[src/rtl/alu_ctrl_mdu_pkg.sv]
// alu_ctrl_mdu_pkg: ALU control codes, ALUOp/funct7/funct3 constants and MDU FSM states
// shared by the EX-stage decoder and its multiply/divide unit.
package alu_ctrl_mdu_pkg;
   localparam logic [3:0] ALU_XOR  = 4'b0000;
   localparam logic [3:0] ALU_OR   = 4'b0001;
   localparam logic [3:0] ALU_ADD  = 4'b0010;
   localparam logic [3:0] ALU_AND  = 4'b0011;
   localparam logic [3:0] ALU_SLL  = 4'b0100;
   localparam logic [3:0] ALU_SRL  = 4'b0101;
   localparam logic [3:0] ALU_SUB  = 4'b0110;
   localparam logic [3:0] ALU_SRA  = 4'b0111;
   localparam logic [3:0] ALU_SLT  = 4'b1000;
   localparam logic [3:0] ALU_SLTU = 4'b1001;
   localparam logic [3:0] ALU_MDU  = 4'b1110;
   localparam logic [3:0] ALU_BAD  = 4'b1111;

   localparam logic [2:0] OP_LS = 3'b000;
   localparam logic [2:0] OP_BR = 3'b001;
   localparam logic [2:0] OP_R  = 3'b010;
   localparam logic [2:0] OP_I  = 3'b011;

   localparam logic [6:0] F7_BASE = 7'b0000000;
   localparam logic [6:0] F7_ALT  = 7'b0100000;
   localparam logic [6:0] F7_MEXT = 7'b0000001;

   localparam logic [2:0] F3_ADD  = 3'd0;
   localparam logic [2:0] F3_SLL  = 3'd1;
   localparam logic [2:0] F3_SLT  = 3'd2;
   localparam logic [2:0] F3_SLTU = 3'd3;
   localparam logic [2:0] F3_XOR  = 3'd4;
   localparam logic [2:0] F3_SR   = 3'd5;
   localparam logic [2:0] F3_OR   = 3'd6;
   localparam logic [2:0] F3_AND  = 3'd7;

   localparam logic [2:0] F3_MUL    = 3'd0;
   localparam logic [2:0] F3_MULH   = 3'd1;
   localparam logic [2:0] F3_MULHSU = 3'd2;
   localparam logic [2:0] F3_MULHU  = 3'd3;
   localparam logic [2:0] F3_DIV    = 3'd4;
   localparam logic [2:0] F3_DIVU   = 3'd5;
   localparam logic [2:0] F3_REM    = 3'd6;
   localparam logic [2:0] F3_REMU   = 3'd7;

   typedef enum logic [1:0] {S_IDLE, S_MUL, S_DIV, S_DONE} mdu_state_e;

   // Codes shared by R-type (funct7 BASE) and I-type; shifts default to logical.
   function automatic logic [3:0] base_code(input logic [2:0] f3);
      logic [3:0] c;
      case (f3)
         F3_ADD:  c = ALU_ADD;
         F3_SLL:  c = ALU_SLL;
         F3_SLT:  c = ALU_SLT;
         F3_SLTU: c = ALU_SLTU;
         F3_XOR:  c = ALU_XOR;
         F3_SR:   c = ALU_SRL;
         F3_OR:   c = ALU_OR;
         default: c = ALU_AND;
      endcase
      return c;
   endfunction
endpackage

[src/rtl/alu_ctrl_mdu_core.sv]
// mdu_core: operand registers, iteration counter, shift-add multiplier / restoring divider
// on unsigned magnitudes, and the sign fix-up into the result register.
module mdu_core
   import alu_ctrl_mdu_pkg::*;
#(
   parameter int XLEN     = 32,
   parameter int MUL_BITS = 1
) (
   input  logic            clk,
   input  logic            rst_n,
   input  logic            start,
   input  logic            run,
   input  logic [2:0]      funct3,
   input  logic [XLEN-1:0] rs1,
   input  logic [XLEN-1:0] rs2,
   output logic            special,
   output logic            last,
   output logic [XLEN-1:0] result
);
   localparam int CW = $clog2(XLEN);
   localparam int PW = XLEN + MUL_BITS;
   localparam logic [XLEN-1:0] MIN = {1'b1, {(XLEN-1){1'b0}}};

   logic [2:0]        f3_q;
   logic              neg_q, neg_r;
   logic [XLEN-1:0]   opd;
   logic [2*XLEN-1:0] acc, acc_nxt, prod;
   logic [CW-1:0]     cnt;
   logic              sign_a, sign_b;
   logic [XLEN-1:0]   mag_a, mag_b, spec_val, q_fix, r_fix, fixed;
   logic [PW-1:0]     mul_sum;
   logic [XLEN:0]     div_try, div_sub;

   // acc holds {partial product, multiplier} for MUL and {remainder, dividend/quotient} for DIV
   always_comb begin
      sign_a   = rs1[XLEN-1] & (funct3[2] ? ~funct3[0] : funct3[1:0] != 2'b11);
      sign_b   = rs2[XLEN-1] & (funct3[2] ? ~funct3[0] : ~funct3[1]);
      mag_a    = sign_a ? -rs1 : rs1;
      mag_b    = sign_b ? -rs2 : rs2;
      special  = funct3[2] & (rs2 == '0 | (~funct3[0] & rs1 == MIN & rs2 == '1));
      spec_val = funct3[1] ? (rs2 == '0 ? rs1 : '0) : (rs2 == '0 ? '1 : rs1);
      mul_sum  = PW'(acc[2*XLEN-1:XLEN]) + PW'(opd) * PW'(acc[MUL_BITS-1:0]);
      div_try  = {acc[2*XLEN-1:XLEN], acc[XLEN-1]};
      div_sub  = div_try - {1'b0, opd};
      acc_nxt  = ~f3_q[2] ? {mul_sum, acc[XLEN-1:MUL_BITS]}
               : div_sub[XLEN] ? {div_try[XLEN-1:0], acc[XLEN-2:0], 1'b0}
               : {div_sub[XLEN-1:0], acc[XLEN-2:0], 1'b1};
      prod     = neg_q ? -acc_nxt : acc_nxt;
      q_fix    = neg_q ? -acc_nxt[XLEN-1:0] : acc_nxt[XLEN-1:0];
      r_fix    = neg_r ? -acc_nxt[2*XLEN-1:XLEN] : acc_nxt[2*XLEN-1:XLEN];
      fixed    = f3_q[2] ? (f3_q[1] ? r_fix : q_fix)
               : (f3_q[1:0] == 2'b00 ? prod[XLEN-1:0] : prod[2*XLEN-1:XLEN]);
      last     = cnt == (f3_q[2] ? CW'(XLEN-1) : CW'(XLEN/MUL_BITS-1));
   end

   always_ff @(posedge clk or negedge rst_n)
      if (!rst_n) begin
         f3_q   <= '0;
         neg_q  <= 1'b0;
         neg_r  <= 1'b0;
         opd    <= '0;
         acc    <= '0;
         cnt    <= '0;
         result <= '0;
      end else if (start) begin
         f3_q  <= funct3;
         neg_q <= sign_a ^ sign_b;
         neg_r <= sign_a;
         opd   <= funct3[2] ? mag_b : mag_a;
         acc   <= {{XLEN{1'b0}}, funct3[2] ? mag_a : mag_b};
         cnt   <= '0;
         if (special) result <= spec_val;
      end else if (run) begin
         acc <= acc_nxt;
         cnt <= cnt + CW'(1);
         if (last) result <= fixed;
      end
endmodule

[src/rtl/alu_ctrl_mdu.sv]
// alu_ctrl_mdu: EX-stage ALU control decoder with an iterative RV32M multiply/divide unit
// that stalls the pipeline while it works.
module alu_ctrl_mdu
   import alu_ctrl_mdu_pkg::*;
#(
   parameter int XLEN     = 32,
   parameter int ALUOP_W  = 3,
   parameter int MUL_BITS = 1
) (
   input  logic               clk_i,
   input  logic               rst_n_i,
   input  logic [6:0]         funct7_i,
   input  logic [2:0]         funct3_i,
   input  logic [ALUOP_W-1:0] ALUOp_i,
   input  logic               valid_i,
   input  logic               flush_i,
   input  logic [XLEN-1:0]    rs1_data_i,
   input  logic [XLEN-1:0]    rs2_data_i,
   output logic [3:0]         ALUCtrl_o,
   output logic               mdu_busy_o,
   output logic               mdu_done_o,
   output logic [XLEN-1:0]    mdu_result_o
);
   mdu_state_e state, nxt;
   logic is_m, accept, run, special, last;

   always_comb begin
      ALUCtrl_o = ALU_BAD;
      if (ALUOp_i == ALUOP_W'(OP_LS)) ALUCtrl_o = ALU_ADD;
      else if (ALUOp_i == ALUOP_W'(OP_BR)) ALUCtrl_o = ALU_SUB;
      else if (ALUOp_i == ALUOP_W'(OP_R))
         ALUCtrl_o = funct7_i == F7_MEXT ? ALU_MDU
                   : funct7_i == F7_BASE ? base_code(funct3_i)
                   : funct7_i != F7_ALT ? ALU_BAD
                   : funct3_i == F3_ADD ? ALU_SUB
                   : funct3_i == F3_SR ? ALU_SRA : ALU_BAD;
      // I-type funct7 is immediate bits except for shifts, where bit 5 picks arithmetic
      else if (ALUOp_i == ALUOP_W'(OP_I))
         ALUCtrl_o = funct3_i == F3_SR && funct7_i[5] ? ALU_SRA : base_code(funct3_i);
   end

   assign is_m   = valid_i & ALUOp_i == ALUOP_W'(OP_R) & funct7_i == F7_MEXT;
   assign accept = is_m & ~flush_i & state == S_IDLE;
   assign run    = (state == S_MUL | state == S_DIV) & ~flush_i;

   always_ff @(posedge clk_i or negedge rst_n_i)
      if (!rst_n_i) state <= S_IDLE;
      else state <= nxt;

   always_comb begin
      nxt = state;
      case (state)
         S_IDLE:       if (accept) nxt = special ? S_DONE : funct3_i[2] ? S_DIV : S_MUL;
         S_MUL, S_DIV: if (last) nxt = S_DONE;
         default:      nxt = S_IDLE;
      endcase
      if (flush_i) nxt = S_IDLE;
   end

   assign mdu_busy_o = (state == S_IDLE & is_m) | state == S_MUL | state == S_DIV;
   assign mdu_done_o = state == S_DONE & ~flush_i;

   mdu_core #(.XLEN(XLEN), .MUL_BITS(MUL_BITS)) u_core (
      .clk     (clk_i),
      .rst_n   (rst_n_i),
      .start   (accept),
      .run     (run),
      .funct3  (funct3_i),
      .rs1     (rs1_data_i),
      .rs2     (rs2_data_i),
      .special (special),
      .last    (last),
      .result  (mdu_result_o)
   );
endmodule

[config.mk]
export PLATFORM = sky130hd
export DESIGN_NAME = alu_ctrl_mdu
export DESIGN_NICKNAME = d
export VERILOG_FILES = /design/src/rtl/alu_ctrl_mdu_pkg.sv /design/src/rtl/alu_ctrl_mdu_core.sv /design/src/rtl/alu_ctrl_mdu.sv
export SDC_FILE = /design/constraint.sdc
export NUM_CORES = 1
export LEC_CHECK = 0
export BUFFER_PORTS_ARGS = -buffer_cell sky130_fd_sc_hd__clkbuf_2
export CAP_MARGIN = 5
export CORE_ASPECT_RATIO = 1.2
export CORE_MARGIN = 2
export CORE_UTILIZATION = 45
export DETAILED_ROUTE_END_ITERATION = 10
export GPL_TIMING_DRIVEN = 0
export PLACE_DENSITY = 0.66
export SYNTH_ARGS = -nofsm -noshare
export SYNTH_HDL_FRONTEND = slang
export SYNTH_SLANG_ARGS = --single-unit
[constraint.sdc]
create_clock -name clk_i -period 12.15 [get_ports clk_i]
set_clock_uncertainty 0.1 [all_clocks]
set_input_delay 0.6075 -clock clk_i [delete_from_list [all_inputs] [get_ports clk_i]]
set_output_delay 0.6075 -clock clk_i [all_outputs]
set_load 0.02 [all_outputs]
== Word-level counts from Yosys, hierarchy flattened ==
Cells that the tools add are included.
Storage, ports and cells
  flip-flop bits (word level): 140
  input bits: 81
  output and inout bits: 38
  word-level logic and storage cells: 112
Cells by class
  $add $sub $neg: 8
  $mul: 1
  equality and inequality tests: 21
  muxes and demuxes: 42
  bitwise operators: 20
  reductions and logical operators: 12
Operator list (count)
  $mux 32: 16
  $mux 64: 5
  $neg 32->32: 4
  $eq 32x32->1 const B: 2
  $neg 64->64: 1
  $mux 4: 10
  $add 32x33->33: 1
  $mul 32x1->33: 1
  $sub 33x32->33: 1
  $logic_not 32->1: 1
  $pmux 4 s7: 1
  $and 1x1->1: 12
  $eq 3x2->1 const B: 4
  $mux 2: 5
  $mux 5: 2
  $eq 3x3->1 const B: 3
  $eq 7x1->1 const B: 1
  $logic_not 7->1: 1
  $ne 7x6->1 const B: 1
  $eq 3x1->1 const B: 2
  $logic_not 3->1: 2
  $ne 3x3->1 const B: 2
  $add 5x1->5 const B: 1
  $eq 5x5->1 const B: 1
  other kinds (15): 24

== Logic depth before layout (Yosys ltp) ==
Gate-level depths: netlist of the first run.
  depth in word-level cells: 10
  gate-level depth with buffers: 23
  mapped depth without buffers: 23

== Modules after synthesis ==
Synthesis of the first run repeated with hierarchy kept, for this count alone.
Second synthesis, totals
  cell total of the unflattened synthesis: 2355
  area, all modules: 17192.7 um^2
By module, submodules not included
  mdu_core: times used 1, cells each 2293, area each 16756.1 um^2
  alu_ctrl_mdu: times used 1, cells each 62, area each 436.7 um^2

== Worst setup path before layout of the first run ==
No wires, ideal clock.
  path type: register to register
  start point: register u_core.acc[31]
  end point: register u_core.result[24]
  data arrival time: 5305 ps
  data required time: 11973 ps
  setup slack: 6668 ps
  cell stages (with the launch flop): 23
  clock period less this slack: 5482 ps
  cell sequence: dfrtp_1 -> inv_1 -> ha_1 -> inv_1 -> fa_1 -> a211oi_2 -> nor3_2 -> o21a_2 -> o2111a_2 -> or3_1 -> buf_2 -> buf_2 -> a211oi_1 -> or2_2 -> buf_2 -> ha_1 -> o211ai_1 -> or3b_1 -> or3b_4 -> or4_1 -> and3_1 -> or3_1 -> a21oi_1
On the way
  word-level cells in the longest chain between the ends: 10
  elaborated cells on any way between the ends: 15
  those cells by class: add/sub: 4; mux: 11
Ends and longest elaborated chain
  start: declaration: line alu_ctrl_mdu_core.sv:27  | logic [2*XLEN-1:0] acc, acc_nxt, prod;
  start signal: assignment: line alu_ctrl_mdu_core.sv:70  | acc <= {{XLEN{1'b0}}, funct3[2] ? mag_a : mag_b};
  start signal: assignment: line alu_ctrl_mdu_core.sv:74  | acc <= acc_nxt;
  $sub 33x32->33: line alu_ctrl_mdu_core.sv:44  | div_sub = div_try - {1'b0, opd};
  $mux 64: line alu_ctrl_mdu_core.sv:46  | : div_sub[XLEN] ? {div_try[XLEN-1:0], acc[XLEN-2:0], 1'b0}
  $mux 64 *: line alu_ctrl_mdu_core.sv:45  | acc_nxt = ~f3_q[2] ? {mul_sum, acc[XLEN-1:MUL_BITS]}
  $neg 64->64 (tied with other cells): line alu_ctrl_mdu_core.sv:48  | prod = neg_q ? -acc_nxt : acc_nxt;
  $mux 64 (tied with other cells): line alu_ctrl_mdu_core.sv:48
  $mux 32, on equally long branches: line alu_ctrl_mdu_core.sv:52, alu_ctrl_mdu_core.sv:51
  $mux 32 *: line alu_ctrl_mdu_core.sv:51  | fixed = f3_q[2] ? (f3_q[1] ? r_fix : q_fix)
  $mux 32 *: line alu_ctrl_mdu_core.sv:76  | if (last) result <= fixed;
  $mux 32 *: line alu_ctrl_mdu_core.sv:73  | end else if (run) begin
  $mux 32 *: line alu_ctrl_mdu_core.sv:65  | end else if (start) begin
  end signal: assignment: line alu_ctrl_mdu_core.sv:72  | if (special) result <= spec_val;
  end signal: assignment: line alu_ctrl_mdu_core.sv:76
  end: declaration: line alu_ctrl_mdu_core.sv:18  | output logic [XLEN-1:0] result
Every way passes the cells marked *; elsewhere a longest branch is shown, timed or not. The select of a mux whose other input is x is not followed.
A chain may end at the register's enable or synchronous reset.

== Worst setup path after layout of the first run ==
  start point: register u_core.f3_q[2]
  end point: register u_core.result[3]
On the way
  word-level cells in the longest chain between the ends: 8
  elaborated cells on any way between the ends: 13
  those cells by class: add/sub: 3; mux: 10
Ends and longest elaborated chain
  start: declaration: line alu_ctrl_mdu_core.sv:24  | logic [2:0] f3_q;
  start signal: assignment: line alu_ctrl_mdu_core.sv:66  | f3_q <= funct3;
  $mux 64: line alu_ctrl_mdu_core.sv:45
  $neg 64->64 (tied with other cells): line alu_ctrl_mdu_core.sv:48
  $mux 64 (tied with other cells): line alu_ctrl_mdu_core.sv:48
  $mux 32, on equally long branches: line alu_ctrl_mdu_core.sv:52, alu_ctrl_mdu_core.sv:51
  $mux 32 *: line alu_ctrl_mdu_core.sv:51
  $mux 32 *: line alu_ctrl_mdu_core.sv:76
  $mux 32 *: line alu_ctrl_mdu_core.sv:73
  $mux 32 *: line alu_ctrl_mdu_core.sv:65
Marked as above.

==> results.toml, run 1 <==
[yosys]
synth-edff-count = 0
syn-cell-area_mm2 = 0.0166
synthCells = 2305
avgSynthCellArea_um2 = 7.20
synth_nets = 2464
synth-seq-cells = 140
synth_seq_area_share_pct = 21.1
async_flop_share_pct = 100
synth_top_area_cell = "dfrtp_1"
ys.flop_type = "dfrtp_1"
synthTopCellsByArea = "dfrtp_1, o21ai_0, a21oi_1, nand2_1, ha_1"
netlist.area_leader.share_pct = 21.1
yosys_warnings = 0
synth.distinct_cells = 91

[worst_setup_path]
critPathMaxFanout = 10
cp.arrival_ns = 9.32
cp-end-kind = "register"
required_ns = 12.37
path_class = "reg2reg"
reg2reg_slack_ns = 3.05
start_kind = "register"

[cells_and_area]
drive_gt1_share_pct = 8.51
syn_to_final_growth_pct = 10.8
postLayoutCellArea_mm2 = 0.0184
nets = 2603

[floorplanning]
dieArea_mm2 = 0.0385
die_y_um = 214
start_util_pct = 45.4
rows = 77
die_x_um = 179
design.core.area_mm2 = 0.0366
num_io_pins = 119

[power]
p_int_mw = 1.88
power_frac_clock_pct = 12.2
p_sw_mw = 2.49
p_leak_nw = 7.43
peakVddDrop_mv = 0.123
p_per_area_mw_per_mm2 = 237
p_comb_share_pct = 72.3
p_seq_share_pct = 15.4
sw_frac_of_total_pct = 56.9

[clock_tree]
cts_tree = "built"
cts_sinks = 140
cts_buffer_depth = 2
cts_buffers = 17
htree_levels = 4
path_clk_slew_ns = 0.07
root_buffer = "clkbuf_16"
cts_setup_buffers = 0
clock_latency_ns = 0.47

[worst_hold_path]
hold_path.class = "in2reg"

[timing]
relSlewSlack_pct = 16.3
worst_pin_slew_ns = 1.22
finalHoldViolations = 0
period_minus_slack_ns = 9.10
setup_tns_ns = 0
fmax_ghz = 0.110
maxSlewViolCount = 0
setup_viol = 0
rsz0062_at_grt = "no"
post-route-period-util_pct = 74.9

[run_status]
status = "completed"

[drt]
num_vias = 19600
firstDrtPassIters = 5
drt-total-wl_um = 83100
viasPerCell = 6.67
drcViolationCount = 0
antenna_left = 0
first_iter_violations = 2112
wl_per_cell_um = 28.3

[global_route]
grt_pass1_wl_um = 121000
overflow = 0
grt_max_degree = 103
grt_pass1_vias = 19200
grt_usage_pct = 43.0
antenna_found_initial = 2

[placement]
dpl.hpwl_um = 67900
gp_congestion = 1.10
placed_area_mm2 = 0.0178
io_buffers = 117

[job]
cap_violations = 0
==> worst max-delay path, stage by stage (launching register included) <==
cell      delay (ns)
dfrtp_1         0.34
buf_2           0.35
buf_1           0.83
clkbuf_1        0.88
buf_1           0.69
clkbuf_1        0.76
buf_2           0.52
buf_1           0.84
buf_1           0.91
clkbuf_1        0.67
clkbuf_1        0.61
nor3_1          0.13
a21oi_1         0.21
o21ai_0         0.11
o21ai_0         0.85
nand2_1         0.11
==> area by class of cell <==
| class | count | area [µm²] |
|---|---|---|
| fill | 3796 | 18200 |
| multi-input combinational | 1954 | 12300 |
| sequential | 140 | 3500 |
| timing repair buffer | 120 | 637 |
| tap | 474 | 593 |
| buffer | 145 | 574 |
| clock buffer | 21 | 460 |
| inverter | 66 | 248 |
| clock inverter | 11 | 108 |
| antenna | 1 | 2.50 |
==> stage by stage <==
stage / hold WS, ns / setup WS (ns) / power (mW) / utilization (%) / std cells
after floorplan: 0.212 / 6.67 / 2.73 / - / 2305
after global placement: 0.357 / 3.79 / 3.68 / 48.6 / 2896
after detailed placement: 0.380 / 3.86 / 3.70 / 48.7 / 2897
after CTS: 0.341 / 3.84 / 4.25 / 50.3 / 2930
after global routing: 0.364 / 3.38 / 4.60 / 50.3 / 2931
final: 0.347 / 3.05 / 4.37 / 50.3 / 2932
==> power by group through the flow <==
stage               Combinational [mW]  Sequential [mW]  Clock (mW)
finish                            3.16            0.675       0.533
global route                      3.37            0.680       0.551
CTS                               3.05            0.666       0.529
detailed placement                3.03            0.674           0
global placement                  3.00            0.672           0
floorplan                         2.11            0.621           0
==> synth_stat cells, drive strengths merged (10+ instances only) <==
library cell  count
nand2           269
o21ai           227
a21oi           223
nor2            219
dfrtp           140
clkbuf          116
xnor2           102
ha               76
o211ai           72
xor2             71
nor3             70
inv              66
and2             47
mux2i            47
nand4            36
nand3            35
o31ai            30
buf              29
or3              27
nand2b           26
a31oi            24
nor4             24
a211oi           22
nor2b            18
o22ai            16
a221oi           15
and3             15
a21o             14
a22o             14
a21boi           13
o41ai            13
a2111oi          12
or4              12
or2              11
nand3b           10
o21a             10
o221ai           10
==> what timing repair did <==
action / CTS / global route
endpoints found under the hold margin: 21 / 0
resized for setup: 0 / 0
endpoints found under the setup margin: 0 / 0
hold buffers: 1 / 0
==> registers in the layout, indices dropped and copies added, names as in the netlist <==
signal and flops:
u_core.neg_q 1, u_core.cnt 5, state 2, u_core.result 32
u_core.neg_r 1, u_core.f3_q 3, u_core.acc 64, u_core.opd 32
==> metal layers <==
metal	share of wire [%]	routed length [µm]	up-vias	GRT usage (%)
met5	0.016	13	-	0
met3	7.4	6190	362	7.96
met2	47	39100	1110	70.8
li1	-	-	8776	-
met4	9.4	7840	2	34.8
met1	36	30000	9306	47.7
==> worst paths after layout <==
path	from	endpoint	depth (start not counted)
min reg2reg	u_core.result[3]	u_core.result[3]	2
max	u_core.f3_q[2]	u_core.result[3]	15
min in group asynchronous	rst_n_i	u_core.opd[5]	2
min	flush_i	state[1]	2
max reg2reg	u_core.f3_q[2]	u_core.result[3]	15
max in group asynchronous	rst_n_i	u_core.result[24]	3
==> layout by cell type (no fill, tap or decap), types with 12 or more instances in the layout <==
cell       instances
nand2_1          269
o21ai_0          220
nor2_1           219
a21oi_1          219
dfrtp_1          140
clkbuf_2         118
clkbuf_1         117
xnor2_1          102
ha_1              76
o211ai_1          72
xor2_1            71
nor3_1            67
inv_1             65
mux2i_1           47
and2_1            46
nand4_1           36
nand3_1           34
o31ai_1           30
or3_1             27
nand2b_1          26
a31oi_1           24
nor4_1            24
a211oi_1          20
nor2b_1           18
clkbuf_16         17
o22ai_1           16
buf_1             15
and3_1            15
a21o_1            14
a22o_1            14
a221oi_1          13
o41ai_1           13
or4_1             12
==> cell families (layout without fill, tap and decap cells) <==
group | Yosys count | after routing | share of synthesized area (%)
adders and majority gates | 85 | 85 | 6.39
other | 0 | 1 | 0
xor gates and xnor gates | 173 | 173 | 9.13
DFF | 140 | 140 | 21.1
muxes | 55 | 55 | 3.38
buffers and inverters | 211 | 363 | 4.95
and+or+nand+nor | 846 | 846 | 24.4
AOI/OAI and AO/OA | 795 | 795 | 30.7
No activity file was read; power rests on OpenSTA's default activity.
==> run 2: changes to the inputs <==
Settings changed: PLACE_DENSITY 0.66 to 0.69.
Clock period 12.15 ns to 8.22 ns, I/O delays scaled along.
==> run 2 against run 1 <==
Compared with the run above: count of clock-buffer cells in the layout down 4; sequential share of layout area about the same; critical endpoint unchanged; critical path type unchanged; highest routed layer unchanged; combinational power is 51% higher; largest cell class unchanged; largest power group unchanged; global-route usage up 1.8 points; wire length increased by 3.5%; total power increased by 50%; setup slack lost 3.0 ns; non-clock buffer count unchanged; first-iteration DRC count is 5.4% lower.
==> results.toml, run 2 (synthesized netlist as in run 1, its figures left out) <==
[run_status]
status = "completed"

[drt]
first_iter_violations = 1997
wl_per_cell_um = 29.4
antenna_left = 0
firstDrtPassIters = 5
num_vias = 19700
drt-total-wl_um = 86000
viasPerCell = 6.72
drcViolationCount = 0

[global_route]
overflow = 0
grt_usage_pct = 44.8
grt_pass1_wl_um = 125000
antenna_found_initial = 4
grt_pass1_vias = 19400
grt_max_degree = 99

[clock_tree]
htree_levels = 4
clock_latency_ns = 0.47
cts_buffers = 17
cts_tree = "built"
root_buffer = "clkbuf_16"
cts_buffer_depth = 2
cts_sinks = 140
path_clk_slew_ns = 0.07

[power]
peakVddDrop_mv = 0.219
p_per_area_mw_per_mm2 = 356
p_leak_nw = 7.44

[cells_and_area]
syn_to_final_growth_pct = 10.9
layout_common_cells = "nand2_1, nor2_1, a21oi_1, o21ai_0, dfrtp_1"
fin_util_pct = 50.3
largest_reg_flops = 64
n_antenna_cell = 0
largest_register = "u_core.acc"
drive_gt1_share_pct = 8.71
fin_cells = 2931
final_common_cell = "nand2_1"
largestRegisters = "u_core.acc x64, u_core.opd x32, u_core.result x32"
nets = 2603

[worst_setup_path]
cp-end-kind = "register"
cpMaxStageDelayCell = "buf_1"
path_buf_inv = 10
path_class = "reg2reg"
required_ns = 8.53
start_kind = "register"
cp.arrival_ns = 8.52
reg2regPathDepth = 14
critPathMaxFanout = 10
critPathLaunch = "u_core.f3_q[2]"
rr_endpoint = "u_core.result[3]"
timing.rr.start = "u_core.f3_q[2]"
reg2reg_slack_ns = 0.008
worstPathCellList = "buf_2 > buf_1 > clkbuf_2 > buf_1 > clkbuf_1 > buf_2 > buf_1 > clkbuf_2 > clkbuf_1 > clkbuf_1 > a21oi_1 > o21ai_0 > o21ai_0 > nand2_1"
cp_top_family = "buffers and inverters"
cp_slowest_stage_delay_ns = 0.90

[timing]
setup_viol = 0
maxSlewViolCount = 0
rsz0062_at_grt = "no"
period_minus_slack_ns = 8.21
setup_tns_ns = 0
holdWs_ns = 0.185
fmax_ghz = 0.122
worst_pin_slew_ns = 1.24
relSlewSlack_pct = 15.0
finalHoldViolations = 0
post-route-period-util_pct = 99.9

[floorplanning]
design.core.area_mm2 = 0.0366
dieArea_mm2 = 0.0385
die_y_um = 214
num_io_pins = 119
start_util_pct = 45.4
die_x_um = 179
rows = 77

[placement]
gp_congestion = 1.11
dp_cells = 2897
dpl.hpwl_um = 70200
io_buffers = 117

[worst_hold_path]
hold_end = "state[0]"
min_from = "flush_i"
hold_path.class = "in2reg"
min_delay_path_depth = 2

[job]
cap_violations = 0
## run 2: cell count changes in the layout (fill, tap and decap cells not counted)
cell / previous run / this run
inv_8: 0 / 2
clkinvlp_4: 2 / 3
a31oi_2: 0 / 1
clkbuf_1: 117 / 114
inv_6: 4 / 6
clkbuf_8: 3 / 1
o21ai_0: 220 / 219
clkbuf_2: 118 / 120
o21ai_1: 4 / 5
buf_1: 15 / 14
clkinv_2: 2 / 1
a31oi_1: 24 / 23
diode_2: 1 / 0
## run 2: report_power, final
group / internal, mW / switching, mW / leakage, nW / total [mW]
combinational: 1.55 / 3.21 / 5.35 / 4.76
clock: 0.426 / 0.376 / 0.276 / 0.802
sequential: 0.800 / 0.196 / 1.81 / 0.996
total: 2.77 / 3.79 / 7.44 / 6.56
## run 2: how the worst max path moves through the flow
stage / to / depth (start not counted)
detailed placement: u_core.result[3] / 15
floorplan: u_core.result[24] / 22
global route: u_core.result[3] / 15
finish: u_core.result[3] / 14
global placement: u_core.result[3] / 14
CTS: u_core.result[3] / 15
## run 2: per-layer routing
| layer | share of wire, % | vias to the layer above | GRT usage (%) |
|---|---|---|---|
| met5 | 0.013 | - | 0 |
| met4 | 11 | 2 | 41.2 |
| li1 | - | 8778 | - |
| met1 | 35 | 9286 | 48.3 |
| met3 | 7.9 | 462 | 9.43 |
| met2 | 46 | 1161 | 72.4 |
## run 2: cell type report
type | instances | area (µm²)
fill | 3783 | 18200
multi-input combinational | 1954 | 12300
sequential | 140 | 3500
timing repair buffer | 120 | 637
tap | 474 | 593
buffer | 145 | 577
clock buffer | 17 | 425
inverter | 66 | 248
clock inverter | 15 | 150
## run 2: what timing repair did
item / CTS / global route
pin swaps: 0 / 0
setup endpoints to repair: 1 / 1
resized for setup: 1 / 2
setup buffers: 0 / 0
hold buffers: 1 / 0
hold endpoints to repair: 42 / 0
## run 2: stage by stage
stage / instance area [µm²] / setup WS, ns / total power [mW]
finish: 18400 / 0.00754 / 6.56
global route: 18400 / 0.261 / 6.90
CTS: 18400 / 0.264 / 6.35
detailed placement: 17800 / -0.0112 / 5.53
global placement: 17800 / -0.0358 / 5.51
floorplan: 16600 / 2.74 / 4.04
